===== config.mk =====
export PLATFORM = sky130hd
export DESIGN_NAME = systolic_array
export DESIGN_NICKNAME = d
export VERILOG_FILES = /design/src/rtl/systolic_array.sv
export SDC_FILE = /design/constraint.sdc
export NUM_CORES = 1
export LEC_CHECK = 0
export CAP_MARGIN = 20
export CELL_PAD_IN_SITES_DETAIL_PLACEMENT = 0
export CELL_PAD_IN_SITES_GLOBAL_PLACEMENT = 1
export CORE_ASPECT_RATIO = 0.9
export CORE_MARGIN = 5
export CORE_UTILIZATION = 40
export DETAILED_ROUTE_END_ITERATION = 6
export MAX_ROUTING_LAYER = met4
export PLACE_DENSITY = 0.81
export RECOVER_POWER = 25
export REMOVE_ABC_BUFFERS = 1
export SETUP_SLACK_MARGIN = 0.2
export SLEW_MARGIN = 30
export SYNTH_ARGS = -nofsm -noshare
export SYNTH_HDL_FRONTEND = slang
export SYNTH_SLANG_ARGS = --single-unit

===== constraint.sdc =====
create_clock -name clk -period 5.1 [get_ports clk]
set_input_delay 1.53 -clock clk [delete_from_list [all_inputs] [get_ports clk]]
set_output_delay 1.53 -clock clk [all_outputs]
set_load 0.005 [all_outputs]

===== src/rtl/systolic_array.sv =====
// Output-stationary N x N signed MAC array fed by the loader's skewed row/column stream.
// Edge operands are gated from an internal cycle counter so only in-window words reach the PEs.
module systolic_array #(
  parameter int D_W    = 8,
  parameter int N      = 2,
  parameter int K      = 2,
  parameter int ACC_W  = 20,
  parameter int IN_LAT = 1
) (
  input  logic                 clk,
  input  logic                 rst,
  input  logic                 init,
  input  logic [N*D_W-1:0]     in_x_flat,
  input  logic [N*D_W-1:0]     in_y_flat,
  output logic [N*N*ACC_W-1:0] out_z_flat,
  output logic                 busy,
  output logic                 done
);

  localparam int C_END = IN_LAT + 2*(N-1) + K + 1;
  localparam int CW    = $clog2(IN_LAT + K + 2*N) + 1;

  typedef enum logic [1:0] {ST_IDLE, ST_RUN, ST_DONE} state_t;

  state_t        state_q;
  logic [CW-1:0] c_q;
  logic [CW-1:0] c_step;
  logic          busy_q;
  logic          done_q;
  logic          step;

  // A normal accumulate edge; an init edge instead clears everything.
  assign step   = (state_q == ST_RUN) && !init;
  assign c_step = c_q + CW'(1);

  always_ff @(posedge clk or negedge rst) begin
    if (!rst) begin
      state_q <= ST_IDLE;
      c_q     <= '0;
      busy_q  <= 1'b0;
      done_q  <= 1'b0;
    end else begin
      done_q <= 1'b0;
      case (state_q)
        ST_IDLE: begin
          if (init) begin
            state_q <= ST_RUN;
            c_q     <= '0;
            busy_q  <= 1'b0;
          end
        end
        ST_RUN: begin
          if (init) begin
            c_q    <= '0;
            busy_q <= 1'b0;
          end else if (c_step == CW'(C_END)) begin
            state_q <= ST_DONE;
            c_q     <= c_step;
            busy_q  <= 1'b0;
            done_q  <= 1'b1;
          end else begin
            c_q    <= c_step;
            busy_q <= 1'b1;
          end
        end
        ST_DONE: begin
          if (init) begin
            state_q <= ST_RUN;
            c_q     <= '0;
            busy_q  <= 1'b0;
          end else begin
            state_q <= ST_IDLE;
          end
        end
        default: begin
          state_q <= ST_IDLE;
          busy_q  <= 1'b0;
        end
      endcase
    end
  end

  assign busy = busy_q;
  assign done = done_q;

  // x_in[i][j] / y_in[i][j] is the operand presented to PE(i,j) this cycle.
  logic [N-1:0]          x_gate;
  logic [N-1:0]          y_gate;
  logic signed [D_W-1:0] x_in [N][N];
  logic signed [D_W-1:0] y_in [N][N];

  for (genvar gi = 0; gi < N; gi++) begin : g_edge
    assign x_gate[gi] = step && (c_step >= CW'(IN_LAT + gi)) && (c_step <= CW'(IN_LAT + gi + K - 1));
    assign y_gate[gi] = step && (c_step >= CW'(IN_LAT + gi)) && (c_step <= CW'(IN_LAT + gi + K - 1));
    assign x_in[gi][0] = x_gate[gi] ? in_x_flat[(gi+1)*D_W-1 -: D_W] : '0;
    assign y_in[0][gi] = y_gate[gi] ? in_y_flat[(gi+1)*D_W-1 -: D_W] : '0;
  end

  for (genvar gi = 0; gi < N; gi++) begin : g_row
    for (genvar gj = 0; gj < N; gj++) begin : g_col
      logic signed [D_W-1:0]   x_q;
      logic signed [D_W-1:0]   y_q;
      logic signed [ACC_W-1:0] acc_q;
      logic signed [ACC_W-1:0] acc_d;
      logic signed [ACC_W-1:0] x_ext;
      logic signed [ACC_W-1:0] y_ext;

      // Multiplying sign-extended operands at ACC_W gives the wrapped signed product directly.
      assign x_ext = {{(ACC_W-D_W){x_q[D_W-1]}}, x_q};
      assign y_ext = {{(ACC_W-D_W){y_q[D_W-1]}}, y_q};

      always_comb begin
        acc_d = acc_q;
        if (init) begin
          acc_d = '0;
        end else if (step) begin
          acc_d = acc_q + x_ext * y_ext;
        end
      end

      always_ff @(posedge clk or negedge rst) begin
        if (!rst) begin
          x_q   <= '0;
          y_q   <= '0;
          acc_q <= '0;
        end else begin
          x_q   <= step ? x_in[gi][gj] : '0;
          y_q   <= step ? y_in[gi][gj] : '0;
          acc_q <= acc_d;
        end
      end

      if (gj < N-1) begin : g_xfwd
        assign x_in[gi][gj+1] = x_q;
      end
      if (gi < N-1) begin : g_yfwd
        assign y_in[gi+1][gj] = y_q;
      end

      assign out_z_flat[(gi*N+gj+1)*ACC_W-1 -: ACC_W] = acc_q;
    end
  end

endmodule


==> parameters.txt, run 1 <==
Parameter                              Value

Cells and area
  Sequential Area ... 0.003851 sq mm
  Layout Utilization ... 49.25%
  Post-layout nets ... 2708
  Share of final-layout standard cells stronger than drive strength 1 ... 14.07%
  Post-route cell area ... 0.02370 sq mm
  Total area of multi-input combinational cells ... 0.01473 sq mm
  Fill cell instance count of the final layout ... 4328
  Leading cell types in the layout, fill and taps excluded ... sky130_fd_sc_hd__inv_1 (400), sky130_fd_sc_hd__fa_1 (342), sky130_fd_sc_hd__ha_1 (160), sky130_fd_sc_hd__and2_1 (151), sky130_fd_sc_hd__nand2_1 (151)
  Layout overhead on the synthesized area ... 21.06%
  Leading cell type in the layout, fill and taps excluded ... sky130_fd_sc_hd__inv_1

Floorplan
  Die Height ... 219.9 um
  I/O pins ... 117
  Core footprint ... 0.04812 sq mm
  Site Rows ... 76
  Starting utilization of the core area ... 40.68%
  Die ar. ... 0.05346 sq mm
  Chip Width ... 243.2 um

Clock tree
  TritonCTS clock tree ... done
  Max Buffers Root-to-Sink ... 2
  Total number of H-tree levels ... 4
  CTS Root Cell ... sky130_fd_sc_hd__clkbuf_16
  Post-CTS Hold Fix Bufs ... 0
  Total CTS buffers ... 17
  Clock insertion delay at the later pin of the skew report ... 480 ps
  Clock-pin transition on the worst setup and hold timing paths ... 60 ps
  TritonCTS Sinks ... 152

Place
  Instance area after placement ... 0.02179 sq mm
  Gpl congestion ... 0.9239
  Count of input and output buffers ... 116
  Pre-CTS WS ... 12.87 ps
  Detail Placement HPWL ... 37.81 mm

Global route
  Pin count of the biggest net entering global routing ... 62
  Number of global-route vias before repair ... 15090
  GRT Total Usage ... 18.87%
  Global-route wire length before repair ... 78.38 mm
  Grt total ovfl ... 0
  Number of antenna violations at the first check in global routing ... 1

Power and ir drop
  Internal power ... 0.005502 W
  Switching part of the total power ... 44.76%
  Leakage power summed over all cells ... 12.43 nW
  Worst vdd rail ir drop ... 0.0003335 V
  Ratio of total power to cell area ... 420.3 mW/mm^2
  Relative contribution of combinational cells to total power ... 64.2%
  Clock network fraction of design power ... 15.3%
  P_sw ... 0.004458 W
  Sequential Power Share ... 20.5%

Logic synthesis
  Most used flip-flop cell after synthesis ... sky130_fd_sc_hd__dfrtp_1
  Post-synth EDFFs ... 0
  Sequential-to-total area share from yosys stat ... 19.43%
  Share of flip-flops with an asynchronous set or reset after synthesis ... 100.0%
  Proportion of netlist area held by the largest area contributor ... 36.00%
  Mapped Cells ... 1926
  Synth Warn # ... 0
  Synth top area cells ... sky130_fd_sc_hd__fa_1 (36%), sky130_fd_sc_hd__dfrtp_1 (19%), sky130_fd_sc_hd__ha_1 (12%)
  Library cell with the largest summed area after synthesis ... sky130_fd_sc_hd__fa_1
  Number of register bits inferred by synthesis ... 152
  Combined area of all synthesized cells ... 0.01957 sq mm
  Avg Synthesized Cell Area ... 10.16 sq um
  Library cells used by synthesis ... 53

Worst setup path
  Kind of critical path ... reg -> reg
  Arrival time at the worst endpoint ... 5220 ps
  CP max stage delay ... 560 ps
  Worst-path fanout max ... 5
  Top Family by Delay on Critical Path ... adder cells
  Buffers & Inverters on Critical Path ... 2
  Critical path required time ... 5460 ps
  Sort of element at the end of the critical path ... flip-flop
  Most common cell on crit path ... sky130_fd_sc_hd__fa_1
  Critical path cell sequence ... buf_12 > nand2_1 > fa_1 > fa_1 > inv_1 > fa_1 > fa_1 > fa_1 > ha_4 > o21ai_2 > nor3_1 > or4b_4 > a21oi_4 > o31ai_1 > xnor2_1 > o21ai_1
  Crit path max-delay cell type ... sky130_fd_sc_hd__fa_1
  Setup crit start kind ... flip-flop

STA
  Final-report max-slew violation count ... 62
  Crit path time final ... 4859 ps
  Setup repair after global routing missed its margin ... yes
  Maximum clock skew at final layout ... 12.06 ps
  Max frequency ... 205.8 MHz
  Worst relative slew slack ... -113.5%
  Crit path setup slack, layout ... 240.6 ps
  Setup Viol. Count Final ... 0
  Measured slew at the worst slew-check pin ... 3203 ps
  Post-route clock period utilization ... 95.28%
  Total negative slack for setup checks ... 0 ps
  Fin. Hold Viols ... 0

Routing
  Via count ... 13790
  Initial detailed-routing violation count ... 668
  Residual DRC count ... 0
  Antenna Violating Nets Remaining ... 0
  Drt first pass iters ... 5
  Sum of routed wire length over all layers ... 46.80 mm
  Routed wirelength normalized by instance count ... 16.88 um
  Number of vias per cell ... 4.973

Job
  Max Cap Violations ... 1

Min path
  Worst hold-check path type ... reg -> reg

Status
  Failing checks ... capacitance limit, slew limit
  Outcome ... finished with violations
## per-layer routing
metal  share of wire, %  wire length [um]  vias to the layer above  GRT usage (%)
met2                 49             22830                      273          30.06
li1                   -                 -                     6399              -
met3                4.3              2004                       55          3.396
met1                 45             20970                     7058          24.86
met4                2.1               991                        0          5.995
met5                  0                 0                        -              -
## stage by stage
| step | std cells | total power [W] | hold WS (ps) |
|---|---|---|---|
| floorplan | 1886 | 0.005760 | 494.5 |
| global placement | 2681 | 0.007566 | 495.6 |
| detailed placement | 2681 | 0.007665 | 506.1 |
| CTS | 2715 | 0.009414 | 520.3 |
| global route | 2772 | 0.01097 | 545.6 |
| finish | 2772 | 0.009960 | 511.4 |
## synth_stat cells, types with 13 or more instances
master                     count
sky130_fd_sc_hd__xnor2_1      51
sky130_fd_sc_hd__and3_1       34
sky130_fd_sc_hd__clkbuf_1     38
sky130_fd_sc_hd__a21o_1       21
sky130_fd_sc_hd__xor2_1       23
sky130_fd_sc_hd__nor2_1       50
sky130_fd_sc_hd__a22o_1       25
sky130_fd_sc_hd__inv_1       402
sky130_fd_sc_hd__and2_1      160
sky130_fd_sc_hd__nand3_1      13
sky130_fd_sc_hd__dfrtp_1     152
sky130_fd_sc_hd__fa_1        352
sky130_fd_sc_hd__nand2b_1     20
sky130_fd_sc_hd__o21ai_0      72
sky130_fd_sc_hd__o21bai_1     14
sky130_fd_sc_hd__nand2_1     163
sky130_fd_sc_hd__ha_1        187
sky130_fd_sc_hd__a21oi_1      44
## timing repair
action                                  4_1_cts  5_1_grt
endpoints found under the setup margin       16       32
pin swaps                                    10       75
gates resized for setup                      42      158
buffers inserted                              2       55
## area by class of cell
cell class              count  share of cell area (%)
clock inverters            13                   1.009
inverters                 406                   6.432
clock buffers              19                   1.912
multi-input cells        1328                   62.18
diodes                      1                 0.01056
repair buffers            229                   8.913
well taps                 624                   3.295
flip-flops and latches    152                   16.25
## kinds of logic after synthesis
family,after synthesis,share of synthesized area [%]
muxes,3,0.1534
xor gates and xnor gates,74,3.311
buffers and inverters,446,8.598
AOI/OAI and AO/OA,243,8.317
DFF,152,19.43
adders and majority gates,539,47.96
and+or+nand+nor,469,12.23
## sequential cells by signal, summed over array words and instances, names as in the netlist
name               flops
c_q                    4
g_row.g_col.acc_q     80
g_row.g_col.x_q       32
busy                   1
g_row.g_col.y_q       32
state_q                2
done                   1
## tightest hold or removal path: stages, from the launching register on
cell                      delay (ps)
sky130_fd_sc_hd__dfrtp_1         370
sky130_fd_sc_hd__nand2_1          50
sky130_fd_sc_hd__o21ai_0          60
## power by group through the flow
stage	logic, W	clock network [W]	registers [W]
floorplan	0.00385	0	0.00191
global route	0.00727	0.00160	0.00210
CTS	0.00579	0.00157	0.00206
finish	0.00639	0.00153	0.00204
detailed placement	0.00559	0	0.00207
global placement	0.00550	0	0.00207
## worst paths after layout
path                                                to  cells after the start                        from  slack [ps]
min                         g_row[1].g_col[1].acc_q[6]                      2  g_row[1].g_col[1].acc_q[6]         510
min reg2reg                 g_row[1].g_col[1].acc_q[6]                      2  g_row[1].g_col[1].acc_q[6]         510
max reg2reg                g_row[1].g_col[0].acc_q[19]                     16    g_row[1].g_col[0].x_q[5]         240
max in group asynchronous     g_row[0].g_col[1].y_q[5]                      1                         rst         750
max                        g_row[1].g_col[0].acc_q[19]                     16    g_row[1].g_col[0].x_q[5]         240
min in group asynchronous  g_row[0].g_col[0].acc_q[15]                      1                         rst        2250
Power figures use the tool's default switching activity.
==> run 2, diff against run 1 <==
==> constraint.sdc (replaced) <==
create_clock -name clk -period 5.1 [get_ports clk]
set_input_delay 0.765 -clock clk [delete_from_list [all_inputs] [get_ports clk]]
set_output_delay 0.765 -clock clk [all_outputs]
set_load 0.005 [all_outputs]
==> run 2 against run 1 <==
Net effect:
- the flow still finishes with violations (capacitance limit, slew limit)
- setup slack better by 3.1 ps
- first-iteration DRC count down 3.6%
- highest routed layer unchanged
- wire length grew 0.13%
- register-to-register slack about the same
- sequential power is essentially flat
- largest power group unchanged
- power fell by 2.4%
- count of clock-buffer cells in the layout is 2 lower
==> parameters.txt, run 2 (synthesis results as in run 1) <==
Parameter                              Value

Clock tree
  Post-CTS Hold Fix Bufs ... 0
  TritonCTS clock tree ... done
  Total number of H-tree levels ... 4
  Total CTS buffers ... 17
  TritonCTS Sinks ... 152
  Clock-pin transition on the worst setup and hold timing paths ... 70 ps
  Clock insertion delay at the later pin of the skew report ... 490 ps
  CTS Root Cell ... sky130_fd_sc_hd__clkbuf_16
  Max Buffers Root-to-Sink ... 2

STA
  Maximum clock skew at final layout ... 10.70 ps
  Post-route clock period utilization ... 95.22%
  Crit path time final ... 4856 ps
  Fin. Hold Viols ... 0
  Measured slew at the worst slew-check pin ... 3684 ps
  Setup repair after global routing missed its margin ... yes
  Setup Viol. Count Final ... 0
  Final-report max-slew violation count ... 72
  Worst relative slew slack ... -145.6%
  Max frequency ... 205.9 MHz

Worst setup path
  Crit path max-delay cell type ... sky130_fd_sc_hd__fa_1
  Critical path cell sequence ... buf_4 > and2_1 > fa_1 > fa_1 > fa_1 > fa_1 > ha_1 > ha_4 > a21oi_1 > nor2_1 > or4b_4 > a21oi_4 > o21bai_1 > xnor2_1 > o21ai_1
  Top Family by Delay on Critical Path ... adder cells
  Worst-path fanout max ... 7
  Most common cell on crit path ... sky130_fd_sc_hd__fa_1
  Kind of critical path ... reg -> reg
  R2R Path Start ... g_row[1].g_col[0].y_q[2]
  Depth of the most critical reg-to-reg path ... 15
  Critical path required time ... 5440 ps
  Sort of element at the end of the critical path ... flip-flop
  Setup crit start kind ... flip-flop
  CP max stage delay ... 570 ps
  Slack of the worst reg-to-reg path ... 240 ps
  Endpoint of the worst register-to-register path ... g_row[1].g_col[0].acc_q[15]
  Arrival time at the worst endpoint ... 5190 ps
  Buffers & Inverters on Critical Path ... 1

Cells and area
  Layout overhead on the synthesized area ... 20.10%
  Share of final-layout standard cells stronger than drive strength 1 ... 13.94%
  Sequential Area ... 0.003850 sq mm
  Leading cell types in the layout, fill and taps excluded ... sky130_fd_sc_hd__inv_1 (396), sky130_fd_sc_hd__fa_1 (339), sky130_fd_sc_hd__ha_1 (156), sky130_fd_sc_hd__nand2_1 (154), sky130_fd_sc_hd__and2_1 (151)
  Leading cell type in the layout, fill and taps excluded ... sky130_fd_sc_hd__inv_1
  Largest reg by FF count ... g_row.g_col.acc_q
  Fill cell instance count of the final layout ... 4351
  Layout Utilization ... 48.86%
  Max reg flops ... 80
  Finished Layout Cells ... 2762
  Post-layout nets ... 2698
  Total area of multi-input combinational cells ... 0.01477 sq mm
  Leading registers by flop count ... g_row.g_col.acc_q: 80 flops, g_row.g_col.x_q: 32 flops, g_row.g_col.y_q: 32 flops

Routing
  Routed wirelength normalized by instance count ... 16.97 um
  Via count ... 13840
  Drt first pass iters ... 5
  Number of vias per cell ... 5.012
  Antenna Violating Nets Remaining ... 0
  Residual DRC count ... 0
  Sum of routed wire length over all layers ... 46.86 mm
  Initial detailed-routing violation count ... 644

Power and ir drop
  Leakage power summed over all cells ... 12.30 nW
  Ratio of total power to cell area ... 413.7 mW/mm^2
  Worst vdd rail ir drop ... 0.0003032 V

Global route
  GRT Total Usage ... 18.83%
  Number of antenna violations at the first check in global routing ... 1
  Number of global-route vias before repair ... 15210
  Grt total ovfl ... 0
  Global-route wire length before repair ... 78.43 mm
  Pin count of the biggest net entering global routing ... 72

Place
  Count of input and output buffers ... 116
  Gpl congestion ... 0.8994
  Count of placed standard cells including taps ... 2686
  Detail Placement HPWL ... 37.78 mm

Floorplan
  Die Height ... 219.9 um
  Core footprint ... 0.04812 sq mm
  Starting utilization of the core area ... 40.68%
  I/O pins ... 117
  Die ar. ... 0.05346 sq mm
  Site Rows ... 76
  Chip Width ... 243.2 um

Min path
  Cell depth of the worst min-delay path ... 2
  Hold Crit Endpoint ... g_row[1].g_col[1].acc_q[6]
  Start point of the worst hold path ... g_row[1].g_col[1].acc_q[6]
  Worst hold-check path type ... reg -> reg

Job
  Max Cap Violations ... 1

Status
  Failing checks ... capacitance limit, slew limit
  Outcome ... finished with violations
[run 2: worst max path at each step]
| stage | start | endpoint | slack, ps | depth (start not counted) |
|---|---|---|---|---|
| floorplan | g_row[1].g_col[0].y_q[0] | g_row[1].g_col[0].acc_q[19] | -130 | 16 |
| global placement | g_row[1].g_col[0].x_q[3] | g_row[1].g_col[0].acc_q[15] | 110 | 16 |
| detailed placement | g_row[0].g_col[0].x_q[6] | g_row[0].g_col[0].acc_q[15] | -20 | 17 |
| CTS | g_row[0].g_col[0].y_q[3] | g_row[0].g_col[0].acc_q[17] | 190 | 15 |
| global route | g_row[1].g_col[0].y_q[2] | g_row[1].g_col[0].acc_q[15] | 130 | 15 |
| finish | g_row[1].g_col[0].y_q[2] | g_row[1].g_col[0].acc_q[15] | 240 | 15 |
[run 2: report_power, final]
| group | switching, W | internal (W) | leakage, nW |
|---|---|---|---|
| combinational | 0.00341 | 0.00300 | 10.0 |
| clock | 0.000634 | 0.000640 | 0.273 |
| sequential | 0.000493 | 0.00155 | 2.00 |
[run 2: worst reg2reg max path: cells and delay by family, from the launching register on]
family	cells	cell delay, ps
xor+xnor	1	180
compound gates	4	550
buf+inv	1	170
flops	1	450
fa+ha+maj	6	2610
simple gates	3	760
[run 2: cell type report]
type | instances | area share, %
inverter | 406 | 6.483
timing repair buffer | 219 | 8.596
clock inverter | 15 | 0.5855
tap | 624 | 3.321
sequential | 152 | 16.38
clock buffer | 17 | 1.810
multi-input combinational | 1328 | 62.82
antenna | 1 | 0.01065
[run 2: per-layer routing]
layer / wire (um) / GRT usage (%) / vias to the layer above / part of all wire, %
met5: 0 / - / - / 0
met4: 1309 / 6.751 / 0 / 2.8
met3: 2231 / 3.577 / 75 / 4.8
met2: 22310 / 29.45 / 333 / 48
met1: 21010 / 24.82 / 7035 / 45
li1: - / - / 6400 / -
[run 2: repair_timing]
item | in CTS | in global routing
endpoints found under the hold margin | 0 | 0
resized for setup | 38 | 164
endpoints found under the setup margin | 17 | 28
pin swaps | 18 | 65
buffers inserted | 3 | 39
[run 2: per-stage QoR]
stage | worst slack [ps] | power [W] | hold slack [ps] | area (sq um) | TNS [ps]
after floorplan | -129.2 | 0.005760 | 469.4 | 19410 | -1046
after global placement | 108.9 | 0.007578 | 494.0 | 21820 | 0
after detailed placement | -15.21 | 0.007707 | 499.0 | 21840 | -22.30
after CTS | 190.6 | 0.009213 | 327.5 | 22550 | 0
after global routing | 131.2 | 0.01070 | 548.5 | 23510 | 0
final | 243.7 | 0.009725 | 512.3 | 23510 | 0
